--- src/rtl/time_set_uart_rx.sv ---
// Serial time-setting receiver: 8N1 UART bytes carrying "T" HHMMSS CR are
// range-checked and presented as packed-BCD preset values with a load strobe.
module time_set_uart_rx #(
    parameter int CLK_Freq = 50000000,
    parameter int BAUD     = 9600
) (
    input  logic       CLK_50,
    input  logic       CR,
    input  logic       RXD,
    output logic [7:0] Set_Hr,
    output logic [7:0] Set_Min,
    output logic [7:0] Set_Sec,
    output logic       LoadTime,
    output logic       FrameErr,
    output logic       ParseErr
);
    localparam int DIV = CLK_Freq / BAUD;
    localparam int CW  = $clog2(DIV);
    localparam logic [CW-1:0] HALF_M1 = CW'(DIV / 2 - 1);
    localparam logic [CW-1:0] FULL_M1 = CW'(DIV - 1);

    // ------------------------------------------------------------------
    // Synchroniser and start-edge qualification
    // ------------------------------------------------------------------
    logic       rx_s1, rx_s2, rx_prev, armed;
    logic [1:0] fill;

    // armed stays low until the synchronised line has genuinely been seen
    // high, so a line held low through reset cannot fake a start edge.
    always_ff @(posedge CLK_50 or posedge CR) begin
        if (CR) begin
            rx_s1   <= 1'b1;
            rx_s2   <= 1'b1;
            rx_prev <= 1'b1;
            fill    <= 2'b00;
            armed   <= 1'b0;
        end else begin
            rx_s1   <= RXD;
            rx_s2   <= rx_s1;
            rx_prev <= rx_s2;
            fill    <= {fill[0], 1'b1};
            armed   <= armed | (fill[1] & rx_s2);
        end
    end

    // ------------------------------------------------------------------
    // Receive FSM
    // ------------------------------------------------------------------
    typedef enum logic [1:0] {IDLE, START, DATA, STOP} rx_state_t;

    rx_state_t       rx_state, rx_next;
    logic [CW-1:0]   cnt;
    logic [2:0]      bit_idx;
    logic [7:0]      shreg;
    logic            byte_vld;
    logic            tick;

    assign tick = (cnt == '0);

    always_comb begin
        rx_next = rx_state;
        case (rx_state)
            IDLE:  if (armed && rx_prev && !rx_s2) rx_next = START;
            START: if (tick) rx_next = rx_s2 ? IDLE : DATA;
            DATA:  if (tick && bit_idx == 3'd7) rx_next = STOP;
            STOP:  if (tick) rx_next = IDLE;
            default: rx_next = IDLE;
        endcase
    end

    // cnt is preloaded while idle so the start bit is sampled at mid-bit
    always_ff @(posedge CLK_50 or posedge CR) begin
        if (CR) begin
            rx_state <= IDLE;
            cnt      <= HALF_M1;
            bit_idx  <= 3'd0;
            shreg    <= 8'h00;
            byte_vld <= 1'b0;
            FrameErr <= 1'b0;
        end else begin
            rx_state <= rx_next;
            if (rx_state == IDLE)
                cnt <= HALF_M1;
            else if (tick)
                cnt <= FULL_M1;
            else
                cnt <= cnt - 1'b1;
            if (rx_state != DATA)
                bit_idx <= 3'd0;
            else if (tick)
                bit_idx <= bit_idx + 3'd1;
            if (rx_state == DATA && tick)
                shreg <= {rx_s2, shreg[7:1]};
            byte_vld <= (rx_state == STOP) && tick && rx_s2;
            FrameErr <= (rx_state == STOP) && tick && !rx_s2;
        end
    end

    // ------------------------------------------------------------------
    // Command parser
    // ------------------------------------------------------------------
    typedef enum logic [2:0] {WAIT_T, D0, D1, D2, D3, D4, D5, WAIT_CR} ps_t;

    ps_t         ps, ps_next;
    logic [23:0] hold;
    logic [3:0]  nib;
    logic        is_digit, range_ok, hold_we, do_load, do_perr;

    assign nib      = shreg[3:0];
    assign is_digit = (shreg >= 8'h30) && (shreg <= 8'h39);

    always_comb begin
        range_ok = 1'b1;
        case (ps)
            D0:      range_ok = (nib <= 4'd2);
            D1:      range_ok = (hold[23:20] != 4'd2) || (nib <= 4'd3);
            D2, D4:  range_ok = (nib <= 4'd5);
            default: range_ok = 1'b1;
        endcase
    end

    always_comb begin
        ps_next = ps;
        hold_we = 1'b0;
        do_load = 1'b0;
        do_perr = 1'b0;
        if (FrameErr) begin
            ps_next = WAIT_T;
        end else if (byte_vld) begin
            if (shreg == 8'h54) begin
                ps_next = D0;
            end else begin
                case (ps)
                    WAIT_T: ps_next = WAIT_T;
                    WAIT_CR: begin
                        ps_next = WAIT_T;
                        if (shreg == 8'h0D) do_load = 1'b1;
                        else                do_perr = 1'b1;
                    end
                    default: begin
                        if (is_digit && range_ok) begin
                            hold_we = 1'b1;
                            ps_next = ps_t'(ps + 3'd1);
                        end else begin
                            do_perr = 1'b1;
                            ps_next = WAIT_T;
                        end
                    end
                endcase
            end
        end
    end

    // hold is private to the parser; Set_* only move on a completed command
    always_ff @(posedge CLK_50 or posedge CR) begin
        if (CR) begin
            ps       <= WAIT_T;
            hold     <= 24'h000000;
            Set_Hr   <= 8'h00;
            Set_Min  <= 8'h00;
            Set_Sec  <= 8'h00;
            LoadTime <= 1'b0;
            ParseErr <= 1'b0;
        end else begin
            ps       <= ps_next;
            LoadTime <= do_load;
            ParseErr <= do_perr;
            if (hold_we) begin
                case (ps)
                    D0:      hold[23:20] <= nib;
                    D1:      hold[19:16] <= nib;
                    D2:      hold[15:12] <= nib;
                    D3:      hold[11:8]  <= nib;
                    D4:      hold[7:4]   <= nib;
                    D5:      hold[3:0]   <= nib;
                    default: hold        <= hold;
                endcase
            end
            if (do_load) begin
                Set_Hr  <= hold[23:16];
                Set_Min <= hold[15:8];
                Set_Sec <= hold[7:0];
            end
        end
    end

endmodule

--- config.mk ---
export PLATFORM = sky130hd
export DESIGN_NAME = time_set_uart_rx
export DESIGN_NICKNAME = d
export VERILOG_FILES = /design/src/rtl/time_set_uart_rx.sv
export SDC_FILE = /design/constraint.sdc
export NUM_CORES = 1
export LEC_CHECK = 0
export ABC_AREA = 1
export BUFFER_PORTS_ARGS = -buffer_cell sky130_fd_sc_hd__buf_4
export CAP_MARGIN = 0
export CELL_PAD_IN_SITES_DETAIL_PLACEMENT = 1
export CELL_PAD_IN_SITES_GLOBAL_PLACEMENT = 2
export CORE_MARGIN = 4
export CORE_UTILIZATION = 40
export DETAILED_ROUTE_END_ITERATION = 8
export PLACE_DENSITY_LB_ADDON = 0.1
export SYNTH_ARGS = -nofsm -noshare
export SYNTH_HDL_FRONTEND = slang
export SYNTH_SLANG_ARGS = --single-unit
--- constraint.sdc ---
create_clock -name CLK_50 -period 4.1 [get_ports CLK_50]
set_input_delay 0.41 -clock CLK_50 [delete_from_list [all_inputs] [get_ports CLK_50]]
set_output_delay 0.41 -clock CLK_50 [all_outputs]
set_load 0.02 [all_outputs]
# Word level (Yosys, flattened, before mapping)
# Index checks and enable logic that the tools add are counted.
# classes
n_eq_ne,19
addsub,3
magnitude_cmp,5
reduce_logical,25
muxes,32
bitwise,2
# op_table
cell,count
$mux W13,2
$mux W3,7
$eq A3 B3 Y1 const B,5
$mux W1,15
$logic_not A13 Y1,1
$sub A13 B1 Y13 const B,1
$reduce_and A2 Y1,6
$mux W2,5
$ne A2 B2 Y1 const B,5
$logic_and A1 B1 Y1,9
$eq A8 B4 Y1 const B,1
$eq A8 B7 Y1 const B,1
$ge A8 B6 Y1 const B,1
$le A4 B2 Y1 const B,2
$le A8 B6 Y1 const B,1
$pmux W2 S4,1
$add A3 B1 Y3 const B,2
$eq A3 B2 Y1 const B,2
$eq A2 B2 Y1 const B,2
$le A4 B3 Y1 const B,1
$ne A4 B2 Y1 const B,1
$reduce_and A4 Y1,1
$reduce_bool A2 Y1,2
$reduce_or A2 Y1,2
10 further kinds,10
# word_totals
regBits,87
out_inout_bits,27

# Longest topological paths before layout
# Gate-level depths: netlist of run 1.
# logic_depth
depth_word,10
ltp_mapped,11
depth_no_buf,10

# Least setup slack after synthesis of run 1
# Ideal clock, no wire load.
# synth_path
path_kind,register to register
from,reg cnt[0]
to,reg bit_idx[0]
required_time_ps,4022
t_arrival_ps,1552
setup_slack_ps,2470
n_path_buf,0
stages_incl_launch_ff,10
setup_ps,78
synth_period_minus_slack_ps,1630
cell_sequence,dfstp_2 > inv_1 > ha_1 > nand2_1 > nor2_1 > nand2_1 > inv_1 > nor3_1 > nor2_1 > a21oi_1
# synth_via
elab_chain_len,2
# synth_lines
item,line,source
"start, declared",52,logic [CW-1:0] cnt;
"start signal, assigned",87,cnt <= cnt - 1'b1;
$logic_not A13 Y1,58,assign tick = (cnt == '0);
$reduce_bool A2 Y1 (no source line),-,
"end signal, assigned",91,bit_idx <= bit_idx + 3'd1;
"end, declared",53,logic [2:0] bit_idx;
# Every way passes these cells.
# A chain may end at the register's enable or synchronous reset.

# Worst setup path after layout of run 1
# layout_path
from,reg shreg[1]
to,reg Set_Min[6]
# layout_via
elab_chain_len,6
# layout_lines
item,line,source
"start, declared",54,logic [7:0] shreg;
"start signal, assigned",93,"shreg <= {rx_s2, shreg[7:1]};"
$eq A8 B4 Y1,137,if (shreg == 8'h0D) do_load = 1'b1;
$mux W1,137,
$mux W1,133,case (ps)
$mux W1 *,130,if (shreg == 8'h54) begin
$mux W1 *,129,end else if (byte_vld) begin
$mux W1 *,127,if (FrameErr) begin
"end signal, assigned",181,Set_Min <= hold[15:8];
"end, declared",11,"output logic [7:0] Set_Min,"
# Mark *: on every way between the ends. The rest lies on a longest branch, timed or not.

==> results.json, run 1 <==
{
  "maxSlewViolCount": 0,
  "drv_cap": 0,
  "peakVddDrop_v": 0.000248,
  "netlist_area_sq_um": 4030,
  "worstHoldPathType": "in2reg",
  "switchingPower_uw": 485,
  "dp_hpwl_mm": 6.47,
  "portBuffers": 29,
  "cp-end-kind": "flop",
  "routed_wl_mm": 9.03,
  "setup_ws_ps": 1470,
  "clock_latency_ps": 360,
  "tightest_slew_ps": 1060,
  "ys_ff_latch": 87,
  "route.detailed.drc": 0,
  "ys.flop_type": "dfrtp_1",
  "nets": 502,
  "htree_num_levels": 3,
  "die_w_um": 108,
  "grt_max_degree": 61,
  "initial_core_util": 0.412,
  "wire_per_inst_um": 14.4,
  "p_leak_uw": 0.00224,
  "cts-root-buf": "clkbuf_8",
  "synth_area_leader_cell": "dfrtp_1",
  "clock_sinks": 87,
  "cts_made_buffers": 9,
  "grt_pass1_vias": 3133,
  "syn_nets": 477,
  "overflow": 0,
  "synth_edf_count": 0,
  "cp_cell_sequence": "inv_1 > nand4_1 > nor2_2 > nor2_4 > nand2_2 > o21ai_0",
  "cp.arrival_ps": 2890,
  "area_growth_pct": 12.9,
  "cp_slowest_cell": "nand2_2",
  "cts_buffer_depth": 2,
  "fin_crit_sh": 0.642,
  "slew_headroom": 0.295,
  "ant_nets": 0,
  "powerDensity_nw_per_um2": 418,
  "seq_area_frac_synth": 0.543,
  "synth-compound-area-share": 0.0698,
  "status": "complete, no violations",
  "cts_setup_buffers": 0,
  "gp_congestion": 0.812,
  "finalHoldViolCount": 0,
  "design.core.area_sq_um": 9770,
  "row_count": 36,
  "finalSetupViolations": 0,
  "swShare": 0.255,
  "layout_commonest_cell": "nand2_1",
  "cpPeakStageDelay_ps": 660,
  "crit_required_ps": 4360,
  "period_minus_slack_ps": 2630,
  "synth_cell_types": 31,
  "grt_antenna_before_repair": 0,
  "total_power_uw": 1900,
  "netlist_instances": 465,
  "p_comb_frac": 0.105,
  "clk_pin_slew_ps": 80,
  "dr.pass1.iters": 4,
  "synth.mux.area_fraction": 0,
  "yosys.area.top_type_share": 0.484,
  "fin_skew_ps": 13.7,
  "holdBufCountCts": 0,
  "track_usage": 0.169,
  "drive_above_1_share": 0.145,
  "timing.fmax_mhz": 380,
  "die_height_um": 108,
  "final_cell_mix": "nand2_1 (126), dfrtp_1 (78), inv_1 (58), nor2_1 (39), nand4_1 (33)",
  "syn_area_per_cell_sq_um": 8.67,
  "rsz0062_at_grt": "false",
  "pin_count": 30,
  "crit_type": "reg2reg",
  "vias_per_cell": 4.90,
  "yosys.area_share.simple": 0.262,
  "setup_tns_ps": 0,
  "grt_pass1_wl_mm": 15.2,
  "cts_resized": 0,
  "vias": 3075,
  "p_int_uw": 1420,
  "ys_top_cells_by_area": "dfrtp_1 (48%), nand2_1 (12%), dfstp_2 (5.9%)",
  "drtIter0Drc": 172,
  "critPathBufInv": 1,
  "start_kind": "flop",
  "cp_top_family": "simple AND/OR/NAND/NOR gates",
  "clockPowerShare": 0.381,
  "synth_xor_area_frac": 0.0109,
  "yosys_warnings": 0,
  "async_flop_share": 1.00,
  "utilization": 0.466,
  "p_seq_frac": 0.514,
  "critPathMaxFanout": 49,
  "dieArea_sq_um": 11700,
  "yosys.area_share.adder": 0.0279,
  "synth_top_family_by_area": "simple AND/OR/NAND/NOR gates",
  "antenna_cells": 0,
  "cts_tree": "done",
  "pre_cts_slack_ps": 1440
}
final cells by class:
type                    instances  area [sq um]
clock buffers                  12           145
clock inverters                 4          95.1
fillers                      1181          5220
inverters                      62           234
multi-input cells             300          1500
flip-flops and latches         87          2190
well taps                     133           166
repair buffers                 30           225
metal layers:
layer	wire length, um	up-vias	track usage
met5	0	-	0
met4	141	0	0.0595
met3	230	11	0.0328
met2	4680	28	0.298
met1	3980	1507	0.205
li1	-	1529	-
worst register-to-register path: stages (launching register included):
cell and delay, ps:
dfrtp_1 620, inv_1 150, nand4_1 120, nor2_2 70
nor2_4 530, nand2_2 660, o21ai_0 390
per-stage QoR:
| step | hold WS, ps | instances | area [sq um] |
|---|---|---|---|
| final | 154 | 628 | 4550 |
| after global placement | 331 | 612 | 4310 |
| after global routing | 133 | 628 | 4550 |
| after CTS | 133 | 628 | 4550 |
| after detailed placement | 346 | 612 | 4310 |
| after floorplan | 331 | 465 | 4030 |
registers in the layout, indices dropped and copies added, names as in the netlist, named ones only:
register and cells:
fill 2, hold 24, byte_vld 1, rx_s1 1, rx_s2 1, rx_prev 1, Set_Hr 8, ps 3
armed 1, rx_state 1, Set_Sec 8, bit_idx 3, FrameErr 1, Set_Min 8, ParseErr 1, cnt 13
shreg 8, LoadTime 1
power by group through the flow:
stage	Combinational [uW]	Clock, uW	Sequential, uW
6_report	199	726	978
5_1_grt	235	784	991
4_1_cts	205	748	979
3_5_place_dp	204	0	996
3_3_place_gp	194	0	994
2_1_floorplan	159	0	981
synth_stat cells (4+ instances only):
master and count:
nand2_1 126, dfrtp_1 78, inv_1 59, nor2_1 39, nand4_1 33, o21ai_0 22, nand3_1 19, a21oi_1 16
dfstp_2 9, ha_1 9, o21ai_1 8, buf_2 6, buf_6 5, o21ai_2 5, nor3_1 4, xor2_1 4
cell families after synthesis:
logic type / after synthesis
and+or+nand+nor: 233
AOI/OAI and AO/OA: 52
buffers and inverters: 78
DFF: 87
adders and majority gates: 9
other: 1
xor gates and xnor gates: 5
path summary, 6_finish.rpt:
path / start / to / slack, ps / cells past startpoint
worst min register to register: rx_s1 / rx_s2 / 360 / 0
worst max register to register: shreg[1] / Set_Min[6] / 1470 / 6
worst min-delay path: RXD / rx_s1 / 150 / 1
max in group asynchronous: CR / rx_prev / 2820 / 3
worst max-delay path: shreg[1] / Set_Min[6] / 1470 / 6
min in group asynchronous: CR / Set_Hr[0] / 270 / 2
No activity file was read; power rests on OpenSTA's default activity.
==> run 2: changes to the inputs <==
--- a/config.mk
+++ b/config.mk
@@ -11,7 +11,7 @@
 export CELL_PAD_IN_SITES_DETAIL_PLACEMENT = 1
 export CELL_PAD_IN_SITES_GLOBAL_PLACEMENT = 2
 export CORE_MARGIN = 4
-export CORE_UTILIZATION = 40
+export CORE_UTILIZATION = 33
 export DETAILED_ROUTE_END_ITERATION = 8
 export PLACE_DENSITY_LB_ADDON = 0.1
 export SYNTH_ARGS = -nofsm -noshare
==> constraint.sdc (replaced) <==
create_clock -name CLK_50 -period 2.2 [get_ports CLK_50]
set_input_delay 0.22 -clock CLK_50 [delete_from_list [all_inputs] [get_ports CLK_50]]
set_output_delay 0.22 -clock CLK_50 [all_outputs]
set_load 0.02 [all_outputs]
==> run 2 against run 1 <==
Register-to-register slack got worse by 1200 ps; clock skew fell by 2.1 ps; largest cell class unchanged; flip-flop and latch count did not move; first-iteration DRC count fell by 49%; critical endpoint is now hold[11]; maximum frequency rose by 39%; total power rose by 98%; die area rose by 20%; count of clock-buffer cells in the layout fell by 1; global-route usage fell by 2.6 points; largest power group unchanged; combinational power rose by 86%; sequential share of layout area fell by 2.0 points; wire length rose by 2.2%.
==> results.json, run 2 (same netlist as run 1, synthesis figures left out) <==
{
  "track_usage": 0.143,
  "largest_register_ffs": 24,
  "clock_latency_ps": 350,
  "crit_path_end": "hold[11]",
  "largest_register": "hold",
  "placed_cell_area_sq_um": 4430,
  "crit_type": "reg2reg",
  "drive_above_1_share": 0.166,
  "hold_ws_ps": 1.35,
  "rsz0062_at_grt": "false",
  "cp.arrival_ps": 2130,
  "crit_required_ps": 2430,
  "finalHoldViolCount": 0,
  "fin_skew_ps": 11.6,
  "timing.fmax_mhz": 527,
  "reg2reg_slack_ps": 300,
  "worstSetupStartpoint": "ps[0]",
  "wire_per_inst_um": 14.1,
  "cts_made_buffers": 9,
  "critPathMaxFanout": 7,
  "ant_nets": 0,
  "status": "complete, no violations",
  "drtIter0Drc": 88,
  "die_w_um": 119,
  "dr.pass1.iters": 4,
  "switchingPower_uw": 967,
  "worstHoldPathType": "in2async",
  "cp_cell_sequence": "inv_1 > ha_1 > inv_1 > nor2_2 > nand2_1 > nand3_1 > nand4_1 > nand2_1 > nand2_1",
  "setup_tns_ps": 0,
  "grt_antenna_before_repair": 0,
  "route.detailed.drc": 0,
  "vias": 3111,
  "vias_per_cell": 4.76,
  "p_leak_uw": 0.00233,
  "peakVddDrop_v": 0.000433,
  "portBuffers": 29,
  "gp_congestion": 0.755,
  "clock_sinks": 87,
  "cp_slowest_cell": "dfrtp_1",
  "r2r-start": "ps[0]",
  "swShare": 0.256,
  "finalSetupViolations": 0,
  "design.core.area_sq_um": 12000,
  "grt_max_degree": 88,
  "nets": 513,
  "dieArea_sq_um": 14000,
  "maxSlewViolCount": 0,
  "final_cell_mix": "nand2_1 (126), dfrtp_1 (78), inv_1 (58), nor2_1 (39), buf_4 (38)",
  "worst_r2r_endpoint": "hold[11]",
  "cts_resized": 0,
  "p_int_uw": 2800,
  "cp-end-kind": "flop",
  "slew_headroom": 0.565,
  "routed_wl_mm": 9.23,
  "initial_core_util": 0.337,
  "cpPeakStageDelay_ps": 430,
  "fin_crit_sh": 0.863,
  "grt_pass1_wl_mm": 16.2,
  "total_power_uw": 3770,
  "start_kind": "flop",
  "layout_commonest_cell": "nand2_1",
  "period_minus_slack_ps": 1900,
  "p_seq_frac": 0.485,
  "top_regs": "hold (24), cnt (13)",
  "cp_common_cell": "nand2_1",
  "fillers": 1401,
  "setup_ws_ps": 302,
  "pin_count": 30,
  "pre_cts_slack_ps": 286,
  "area_growth_pct": 17.8,
  "grt_pass1_vias": 3246,
  "cts_setup_buffers": 0,
  "holdBufCountCts": 1,
  "clockPowerShare": 0.417,
  "finalInstanceArea_sq_um": 4750,
  "p_comb_frac": 0.098,
  "row_count": 40,
  "htree_num_levels": 3,
  "powerDensity_nw_per_um2": 794,
  "overflow": 0,
  "tightest_slew_ps": 647,
  "die_height_um": 119,
  "cts_buffer_depth": 2,
  "dp_hpwl_mm": 6.42,
  "clk_pin_slew_ps": 60,
  "antenna_cells": 0,
  "cts_tree": "done",
  "reg2regPathDepth": 9,
  "cts-root-buf": "clkbuf_16",
  "drv_cap": 0
}
-- run 2: cell count changes in the layout (fill, tap and decap cells not counted) --
cell / change
clkinv_4: +1
clkbuf_8: -8
bufinv_16: -2
clkbuf_16: +9
buf_4: +8
dlygate4sd3_1: +1
buf_12: +2
clkinvlp_4: +2
clkbuf_1: -2
-- run 2: cell type report --
cell class	instances	area [sq um]	share of cell area
clock buffers	11	253	0.0532
clock inverters	5	56.3	0.0119
inverters	62	236	0.0498
multi-input cells	300	1500	0.315
flip-flops and latches	87	2190	0.461
well taps	147	184	0.0387
repair buffers	41	335	0.0706
-- run 2: power by group through the flow --
stage,Sequential [uW],Clock (uW),Combinational [uW]
floorplan,1830,0,297
global placement,1860,0,374
detailed placement,1860,0,376
CTS,1830,1620,381
global route,1850,1710,440
finish,1830,1570,371
-- run 2: metal layers --
metal | track usage | share of wire | vias to the layer above
met2 | 0.239 | 0.50 | 28
met1 | 0.176 | 0.45 | 1512
met5 | 0 | 0 | -
li1 | - | - | 1559
met4 | 0.0695 | 0.021 | 0
met3 | 0.0273 | 0.024 | 12
-- run 2: worst min path at each step --
stage                     from    endpoint  slack [ps]  cells past startpoint
after CTS                   CR  Set_Sec[3]          20                      3
after global routing        CR    LoadTime          40                      3
final                       CR    LoadTime           1                      3
after global placement     RXD       rx_s1         330                      1
after detailed placement   RXD       rx_s1         330                      1
after floorplan            RXD       rx_s1         220                      0
-- run 2: per-stage QoR --
| stage | instances | utilization |
|---|---|---|
| floorplan | 465 | - |
| global placement | 636 | 0.370 |
| detailed placement | 636 | 0.370 |
| CTS | 653 | 0.397 |
| global route | 653 | 0.397 |
| finish | 653 | 0.397 |
-- run 2: critical path: cells and delay by family (launching register included) --
family | cells | cell delay [ps]
buf+inv | 2 | 180
fa+ha+maj | 1 | 170
simple gates | 6 | 1000
flops | 1 | 430
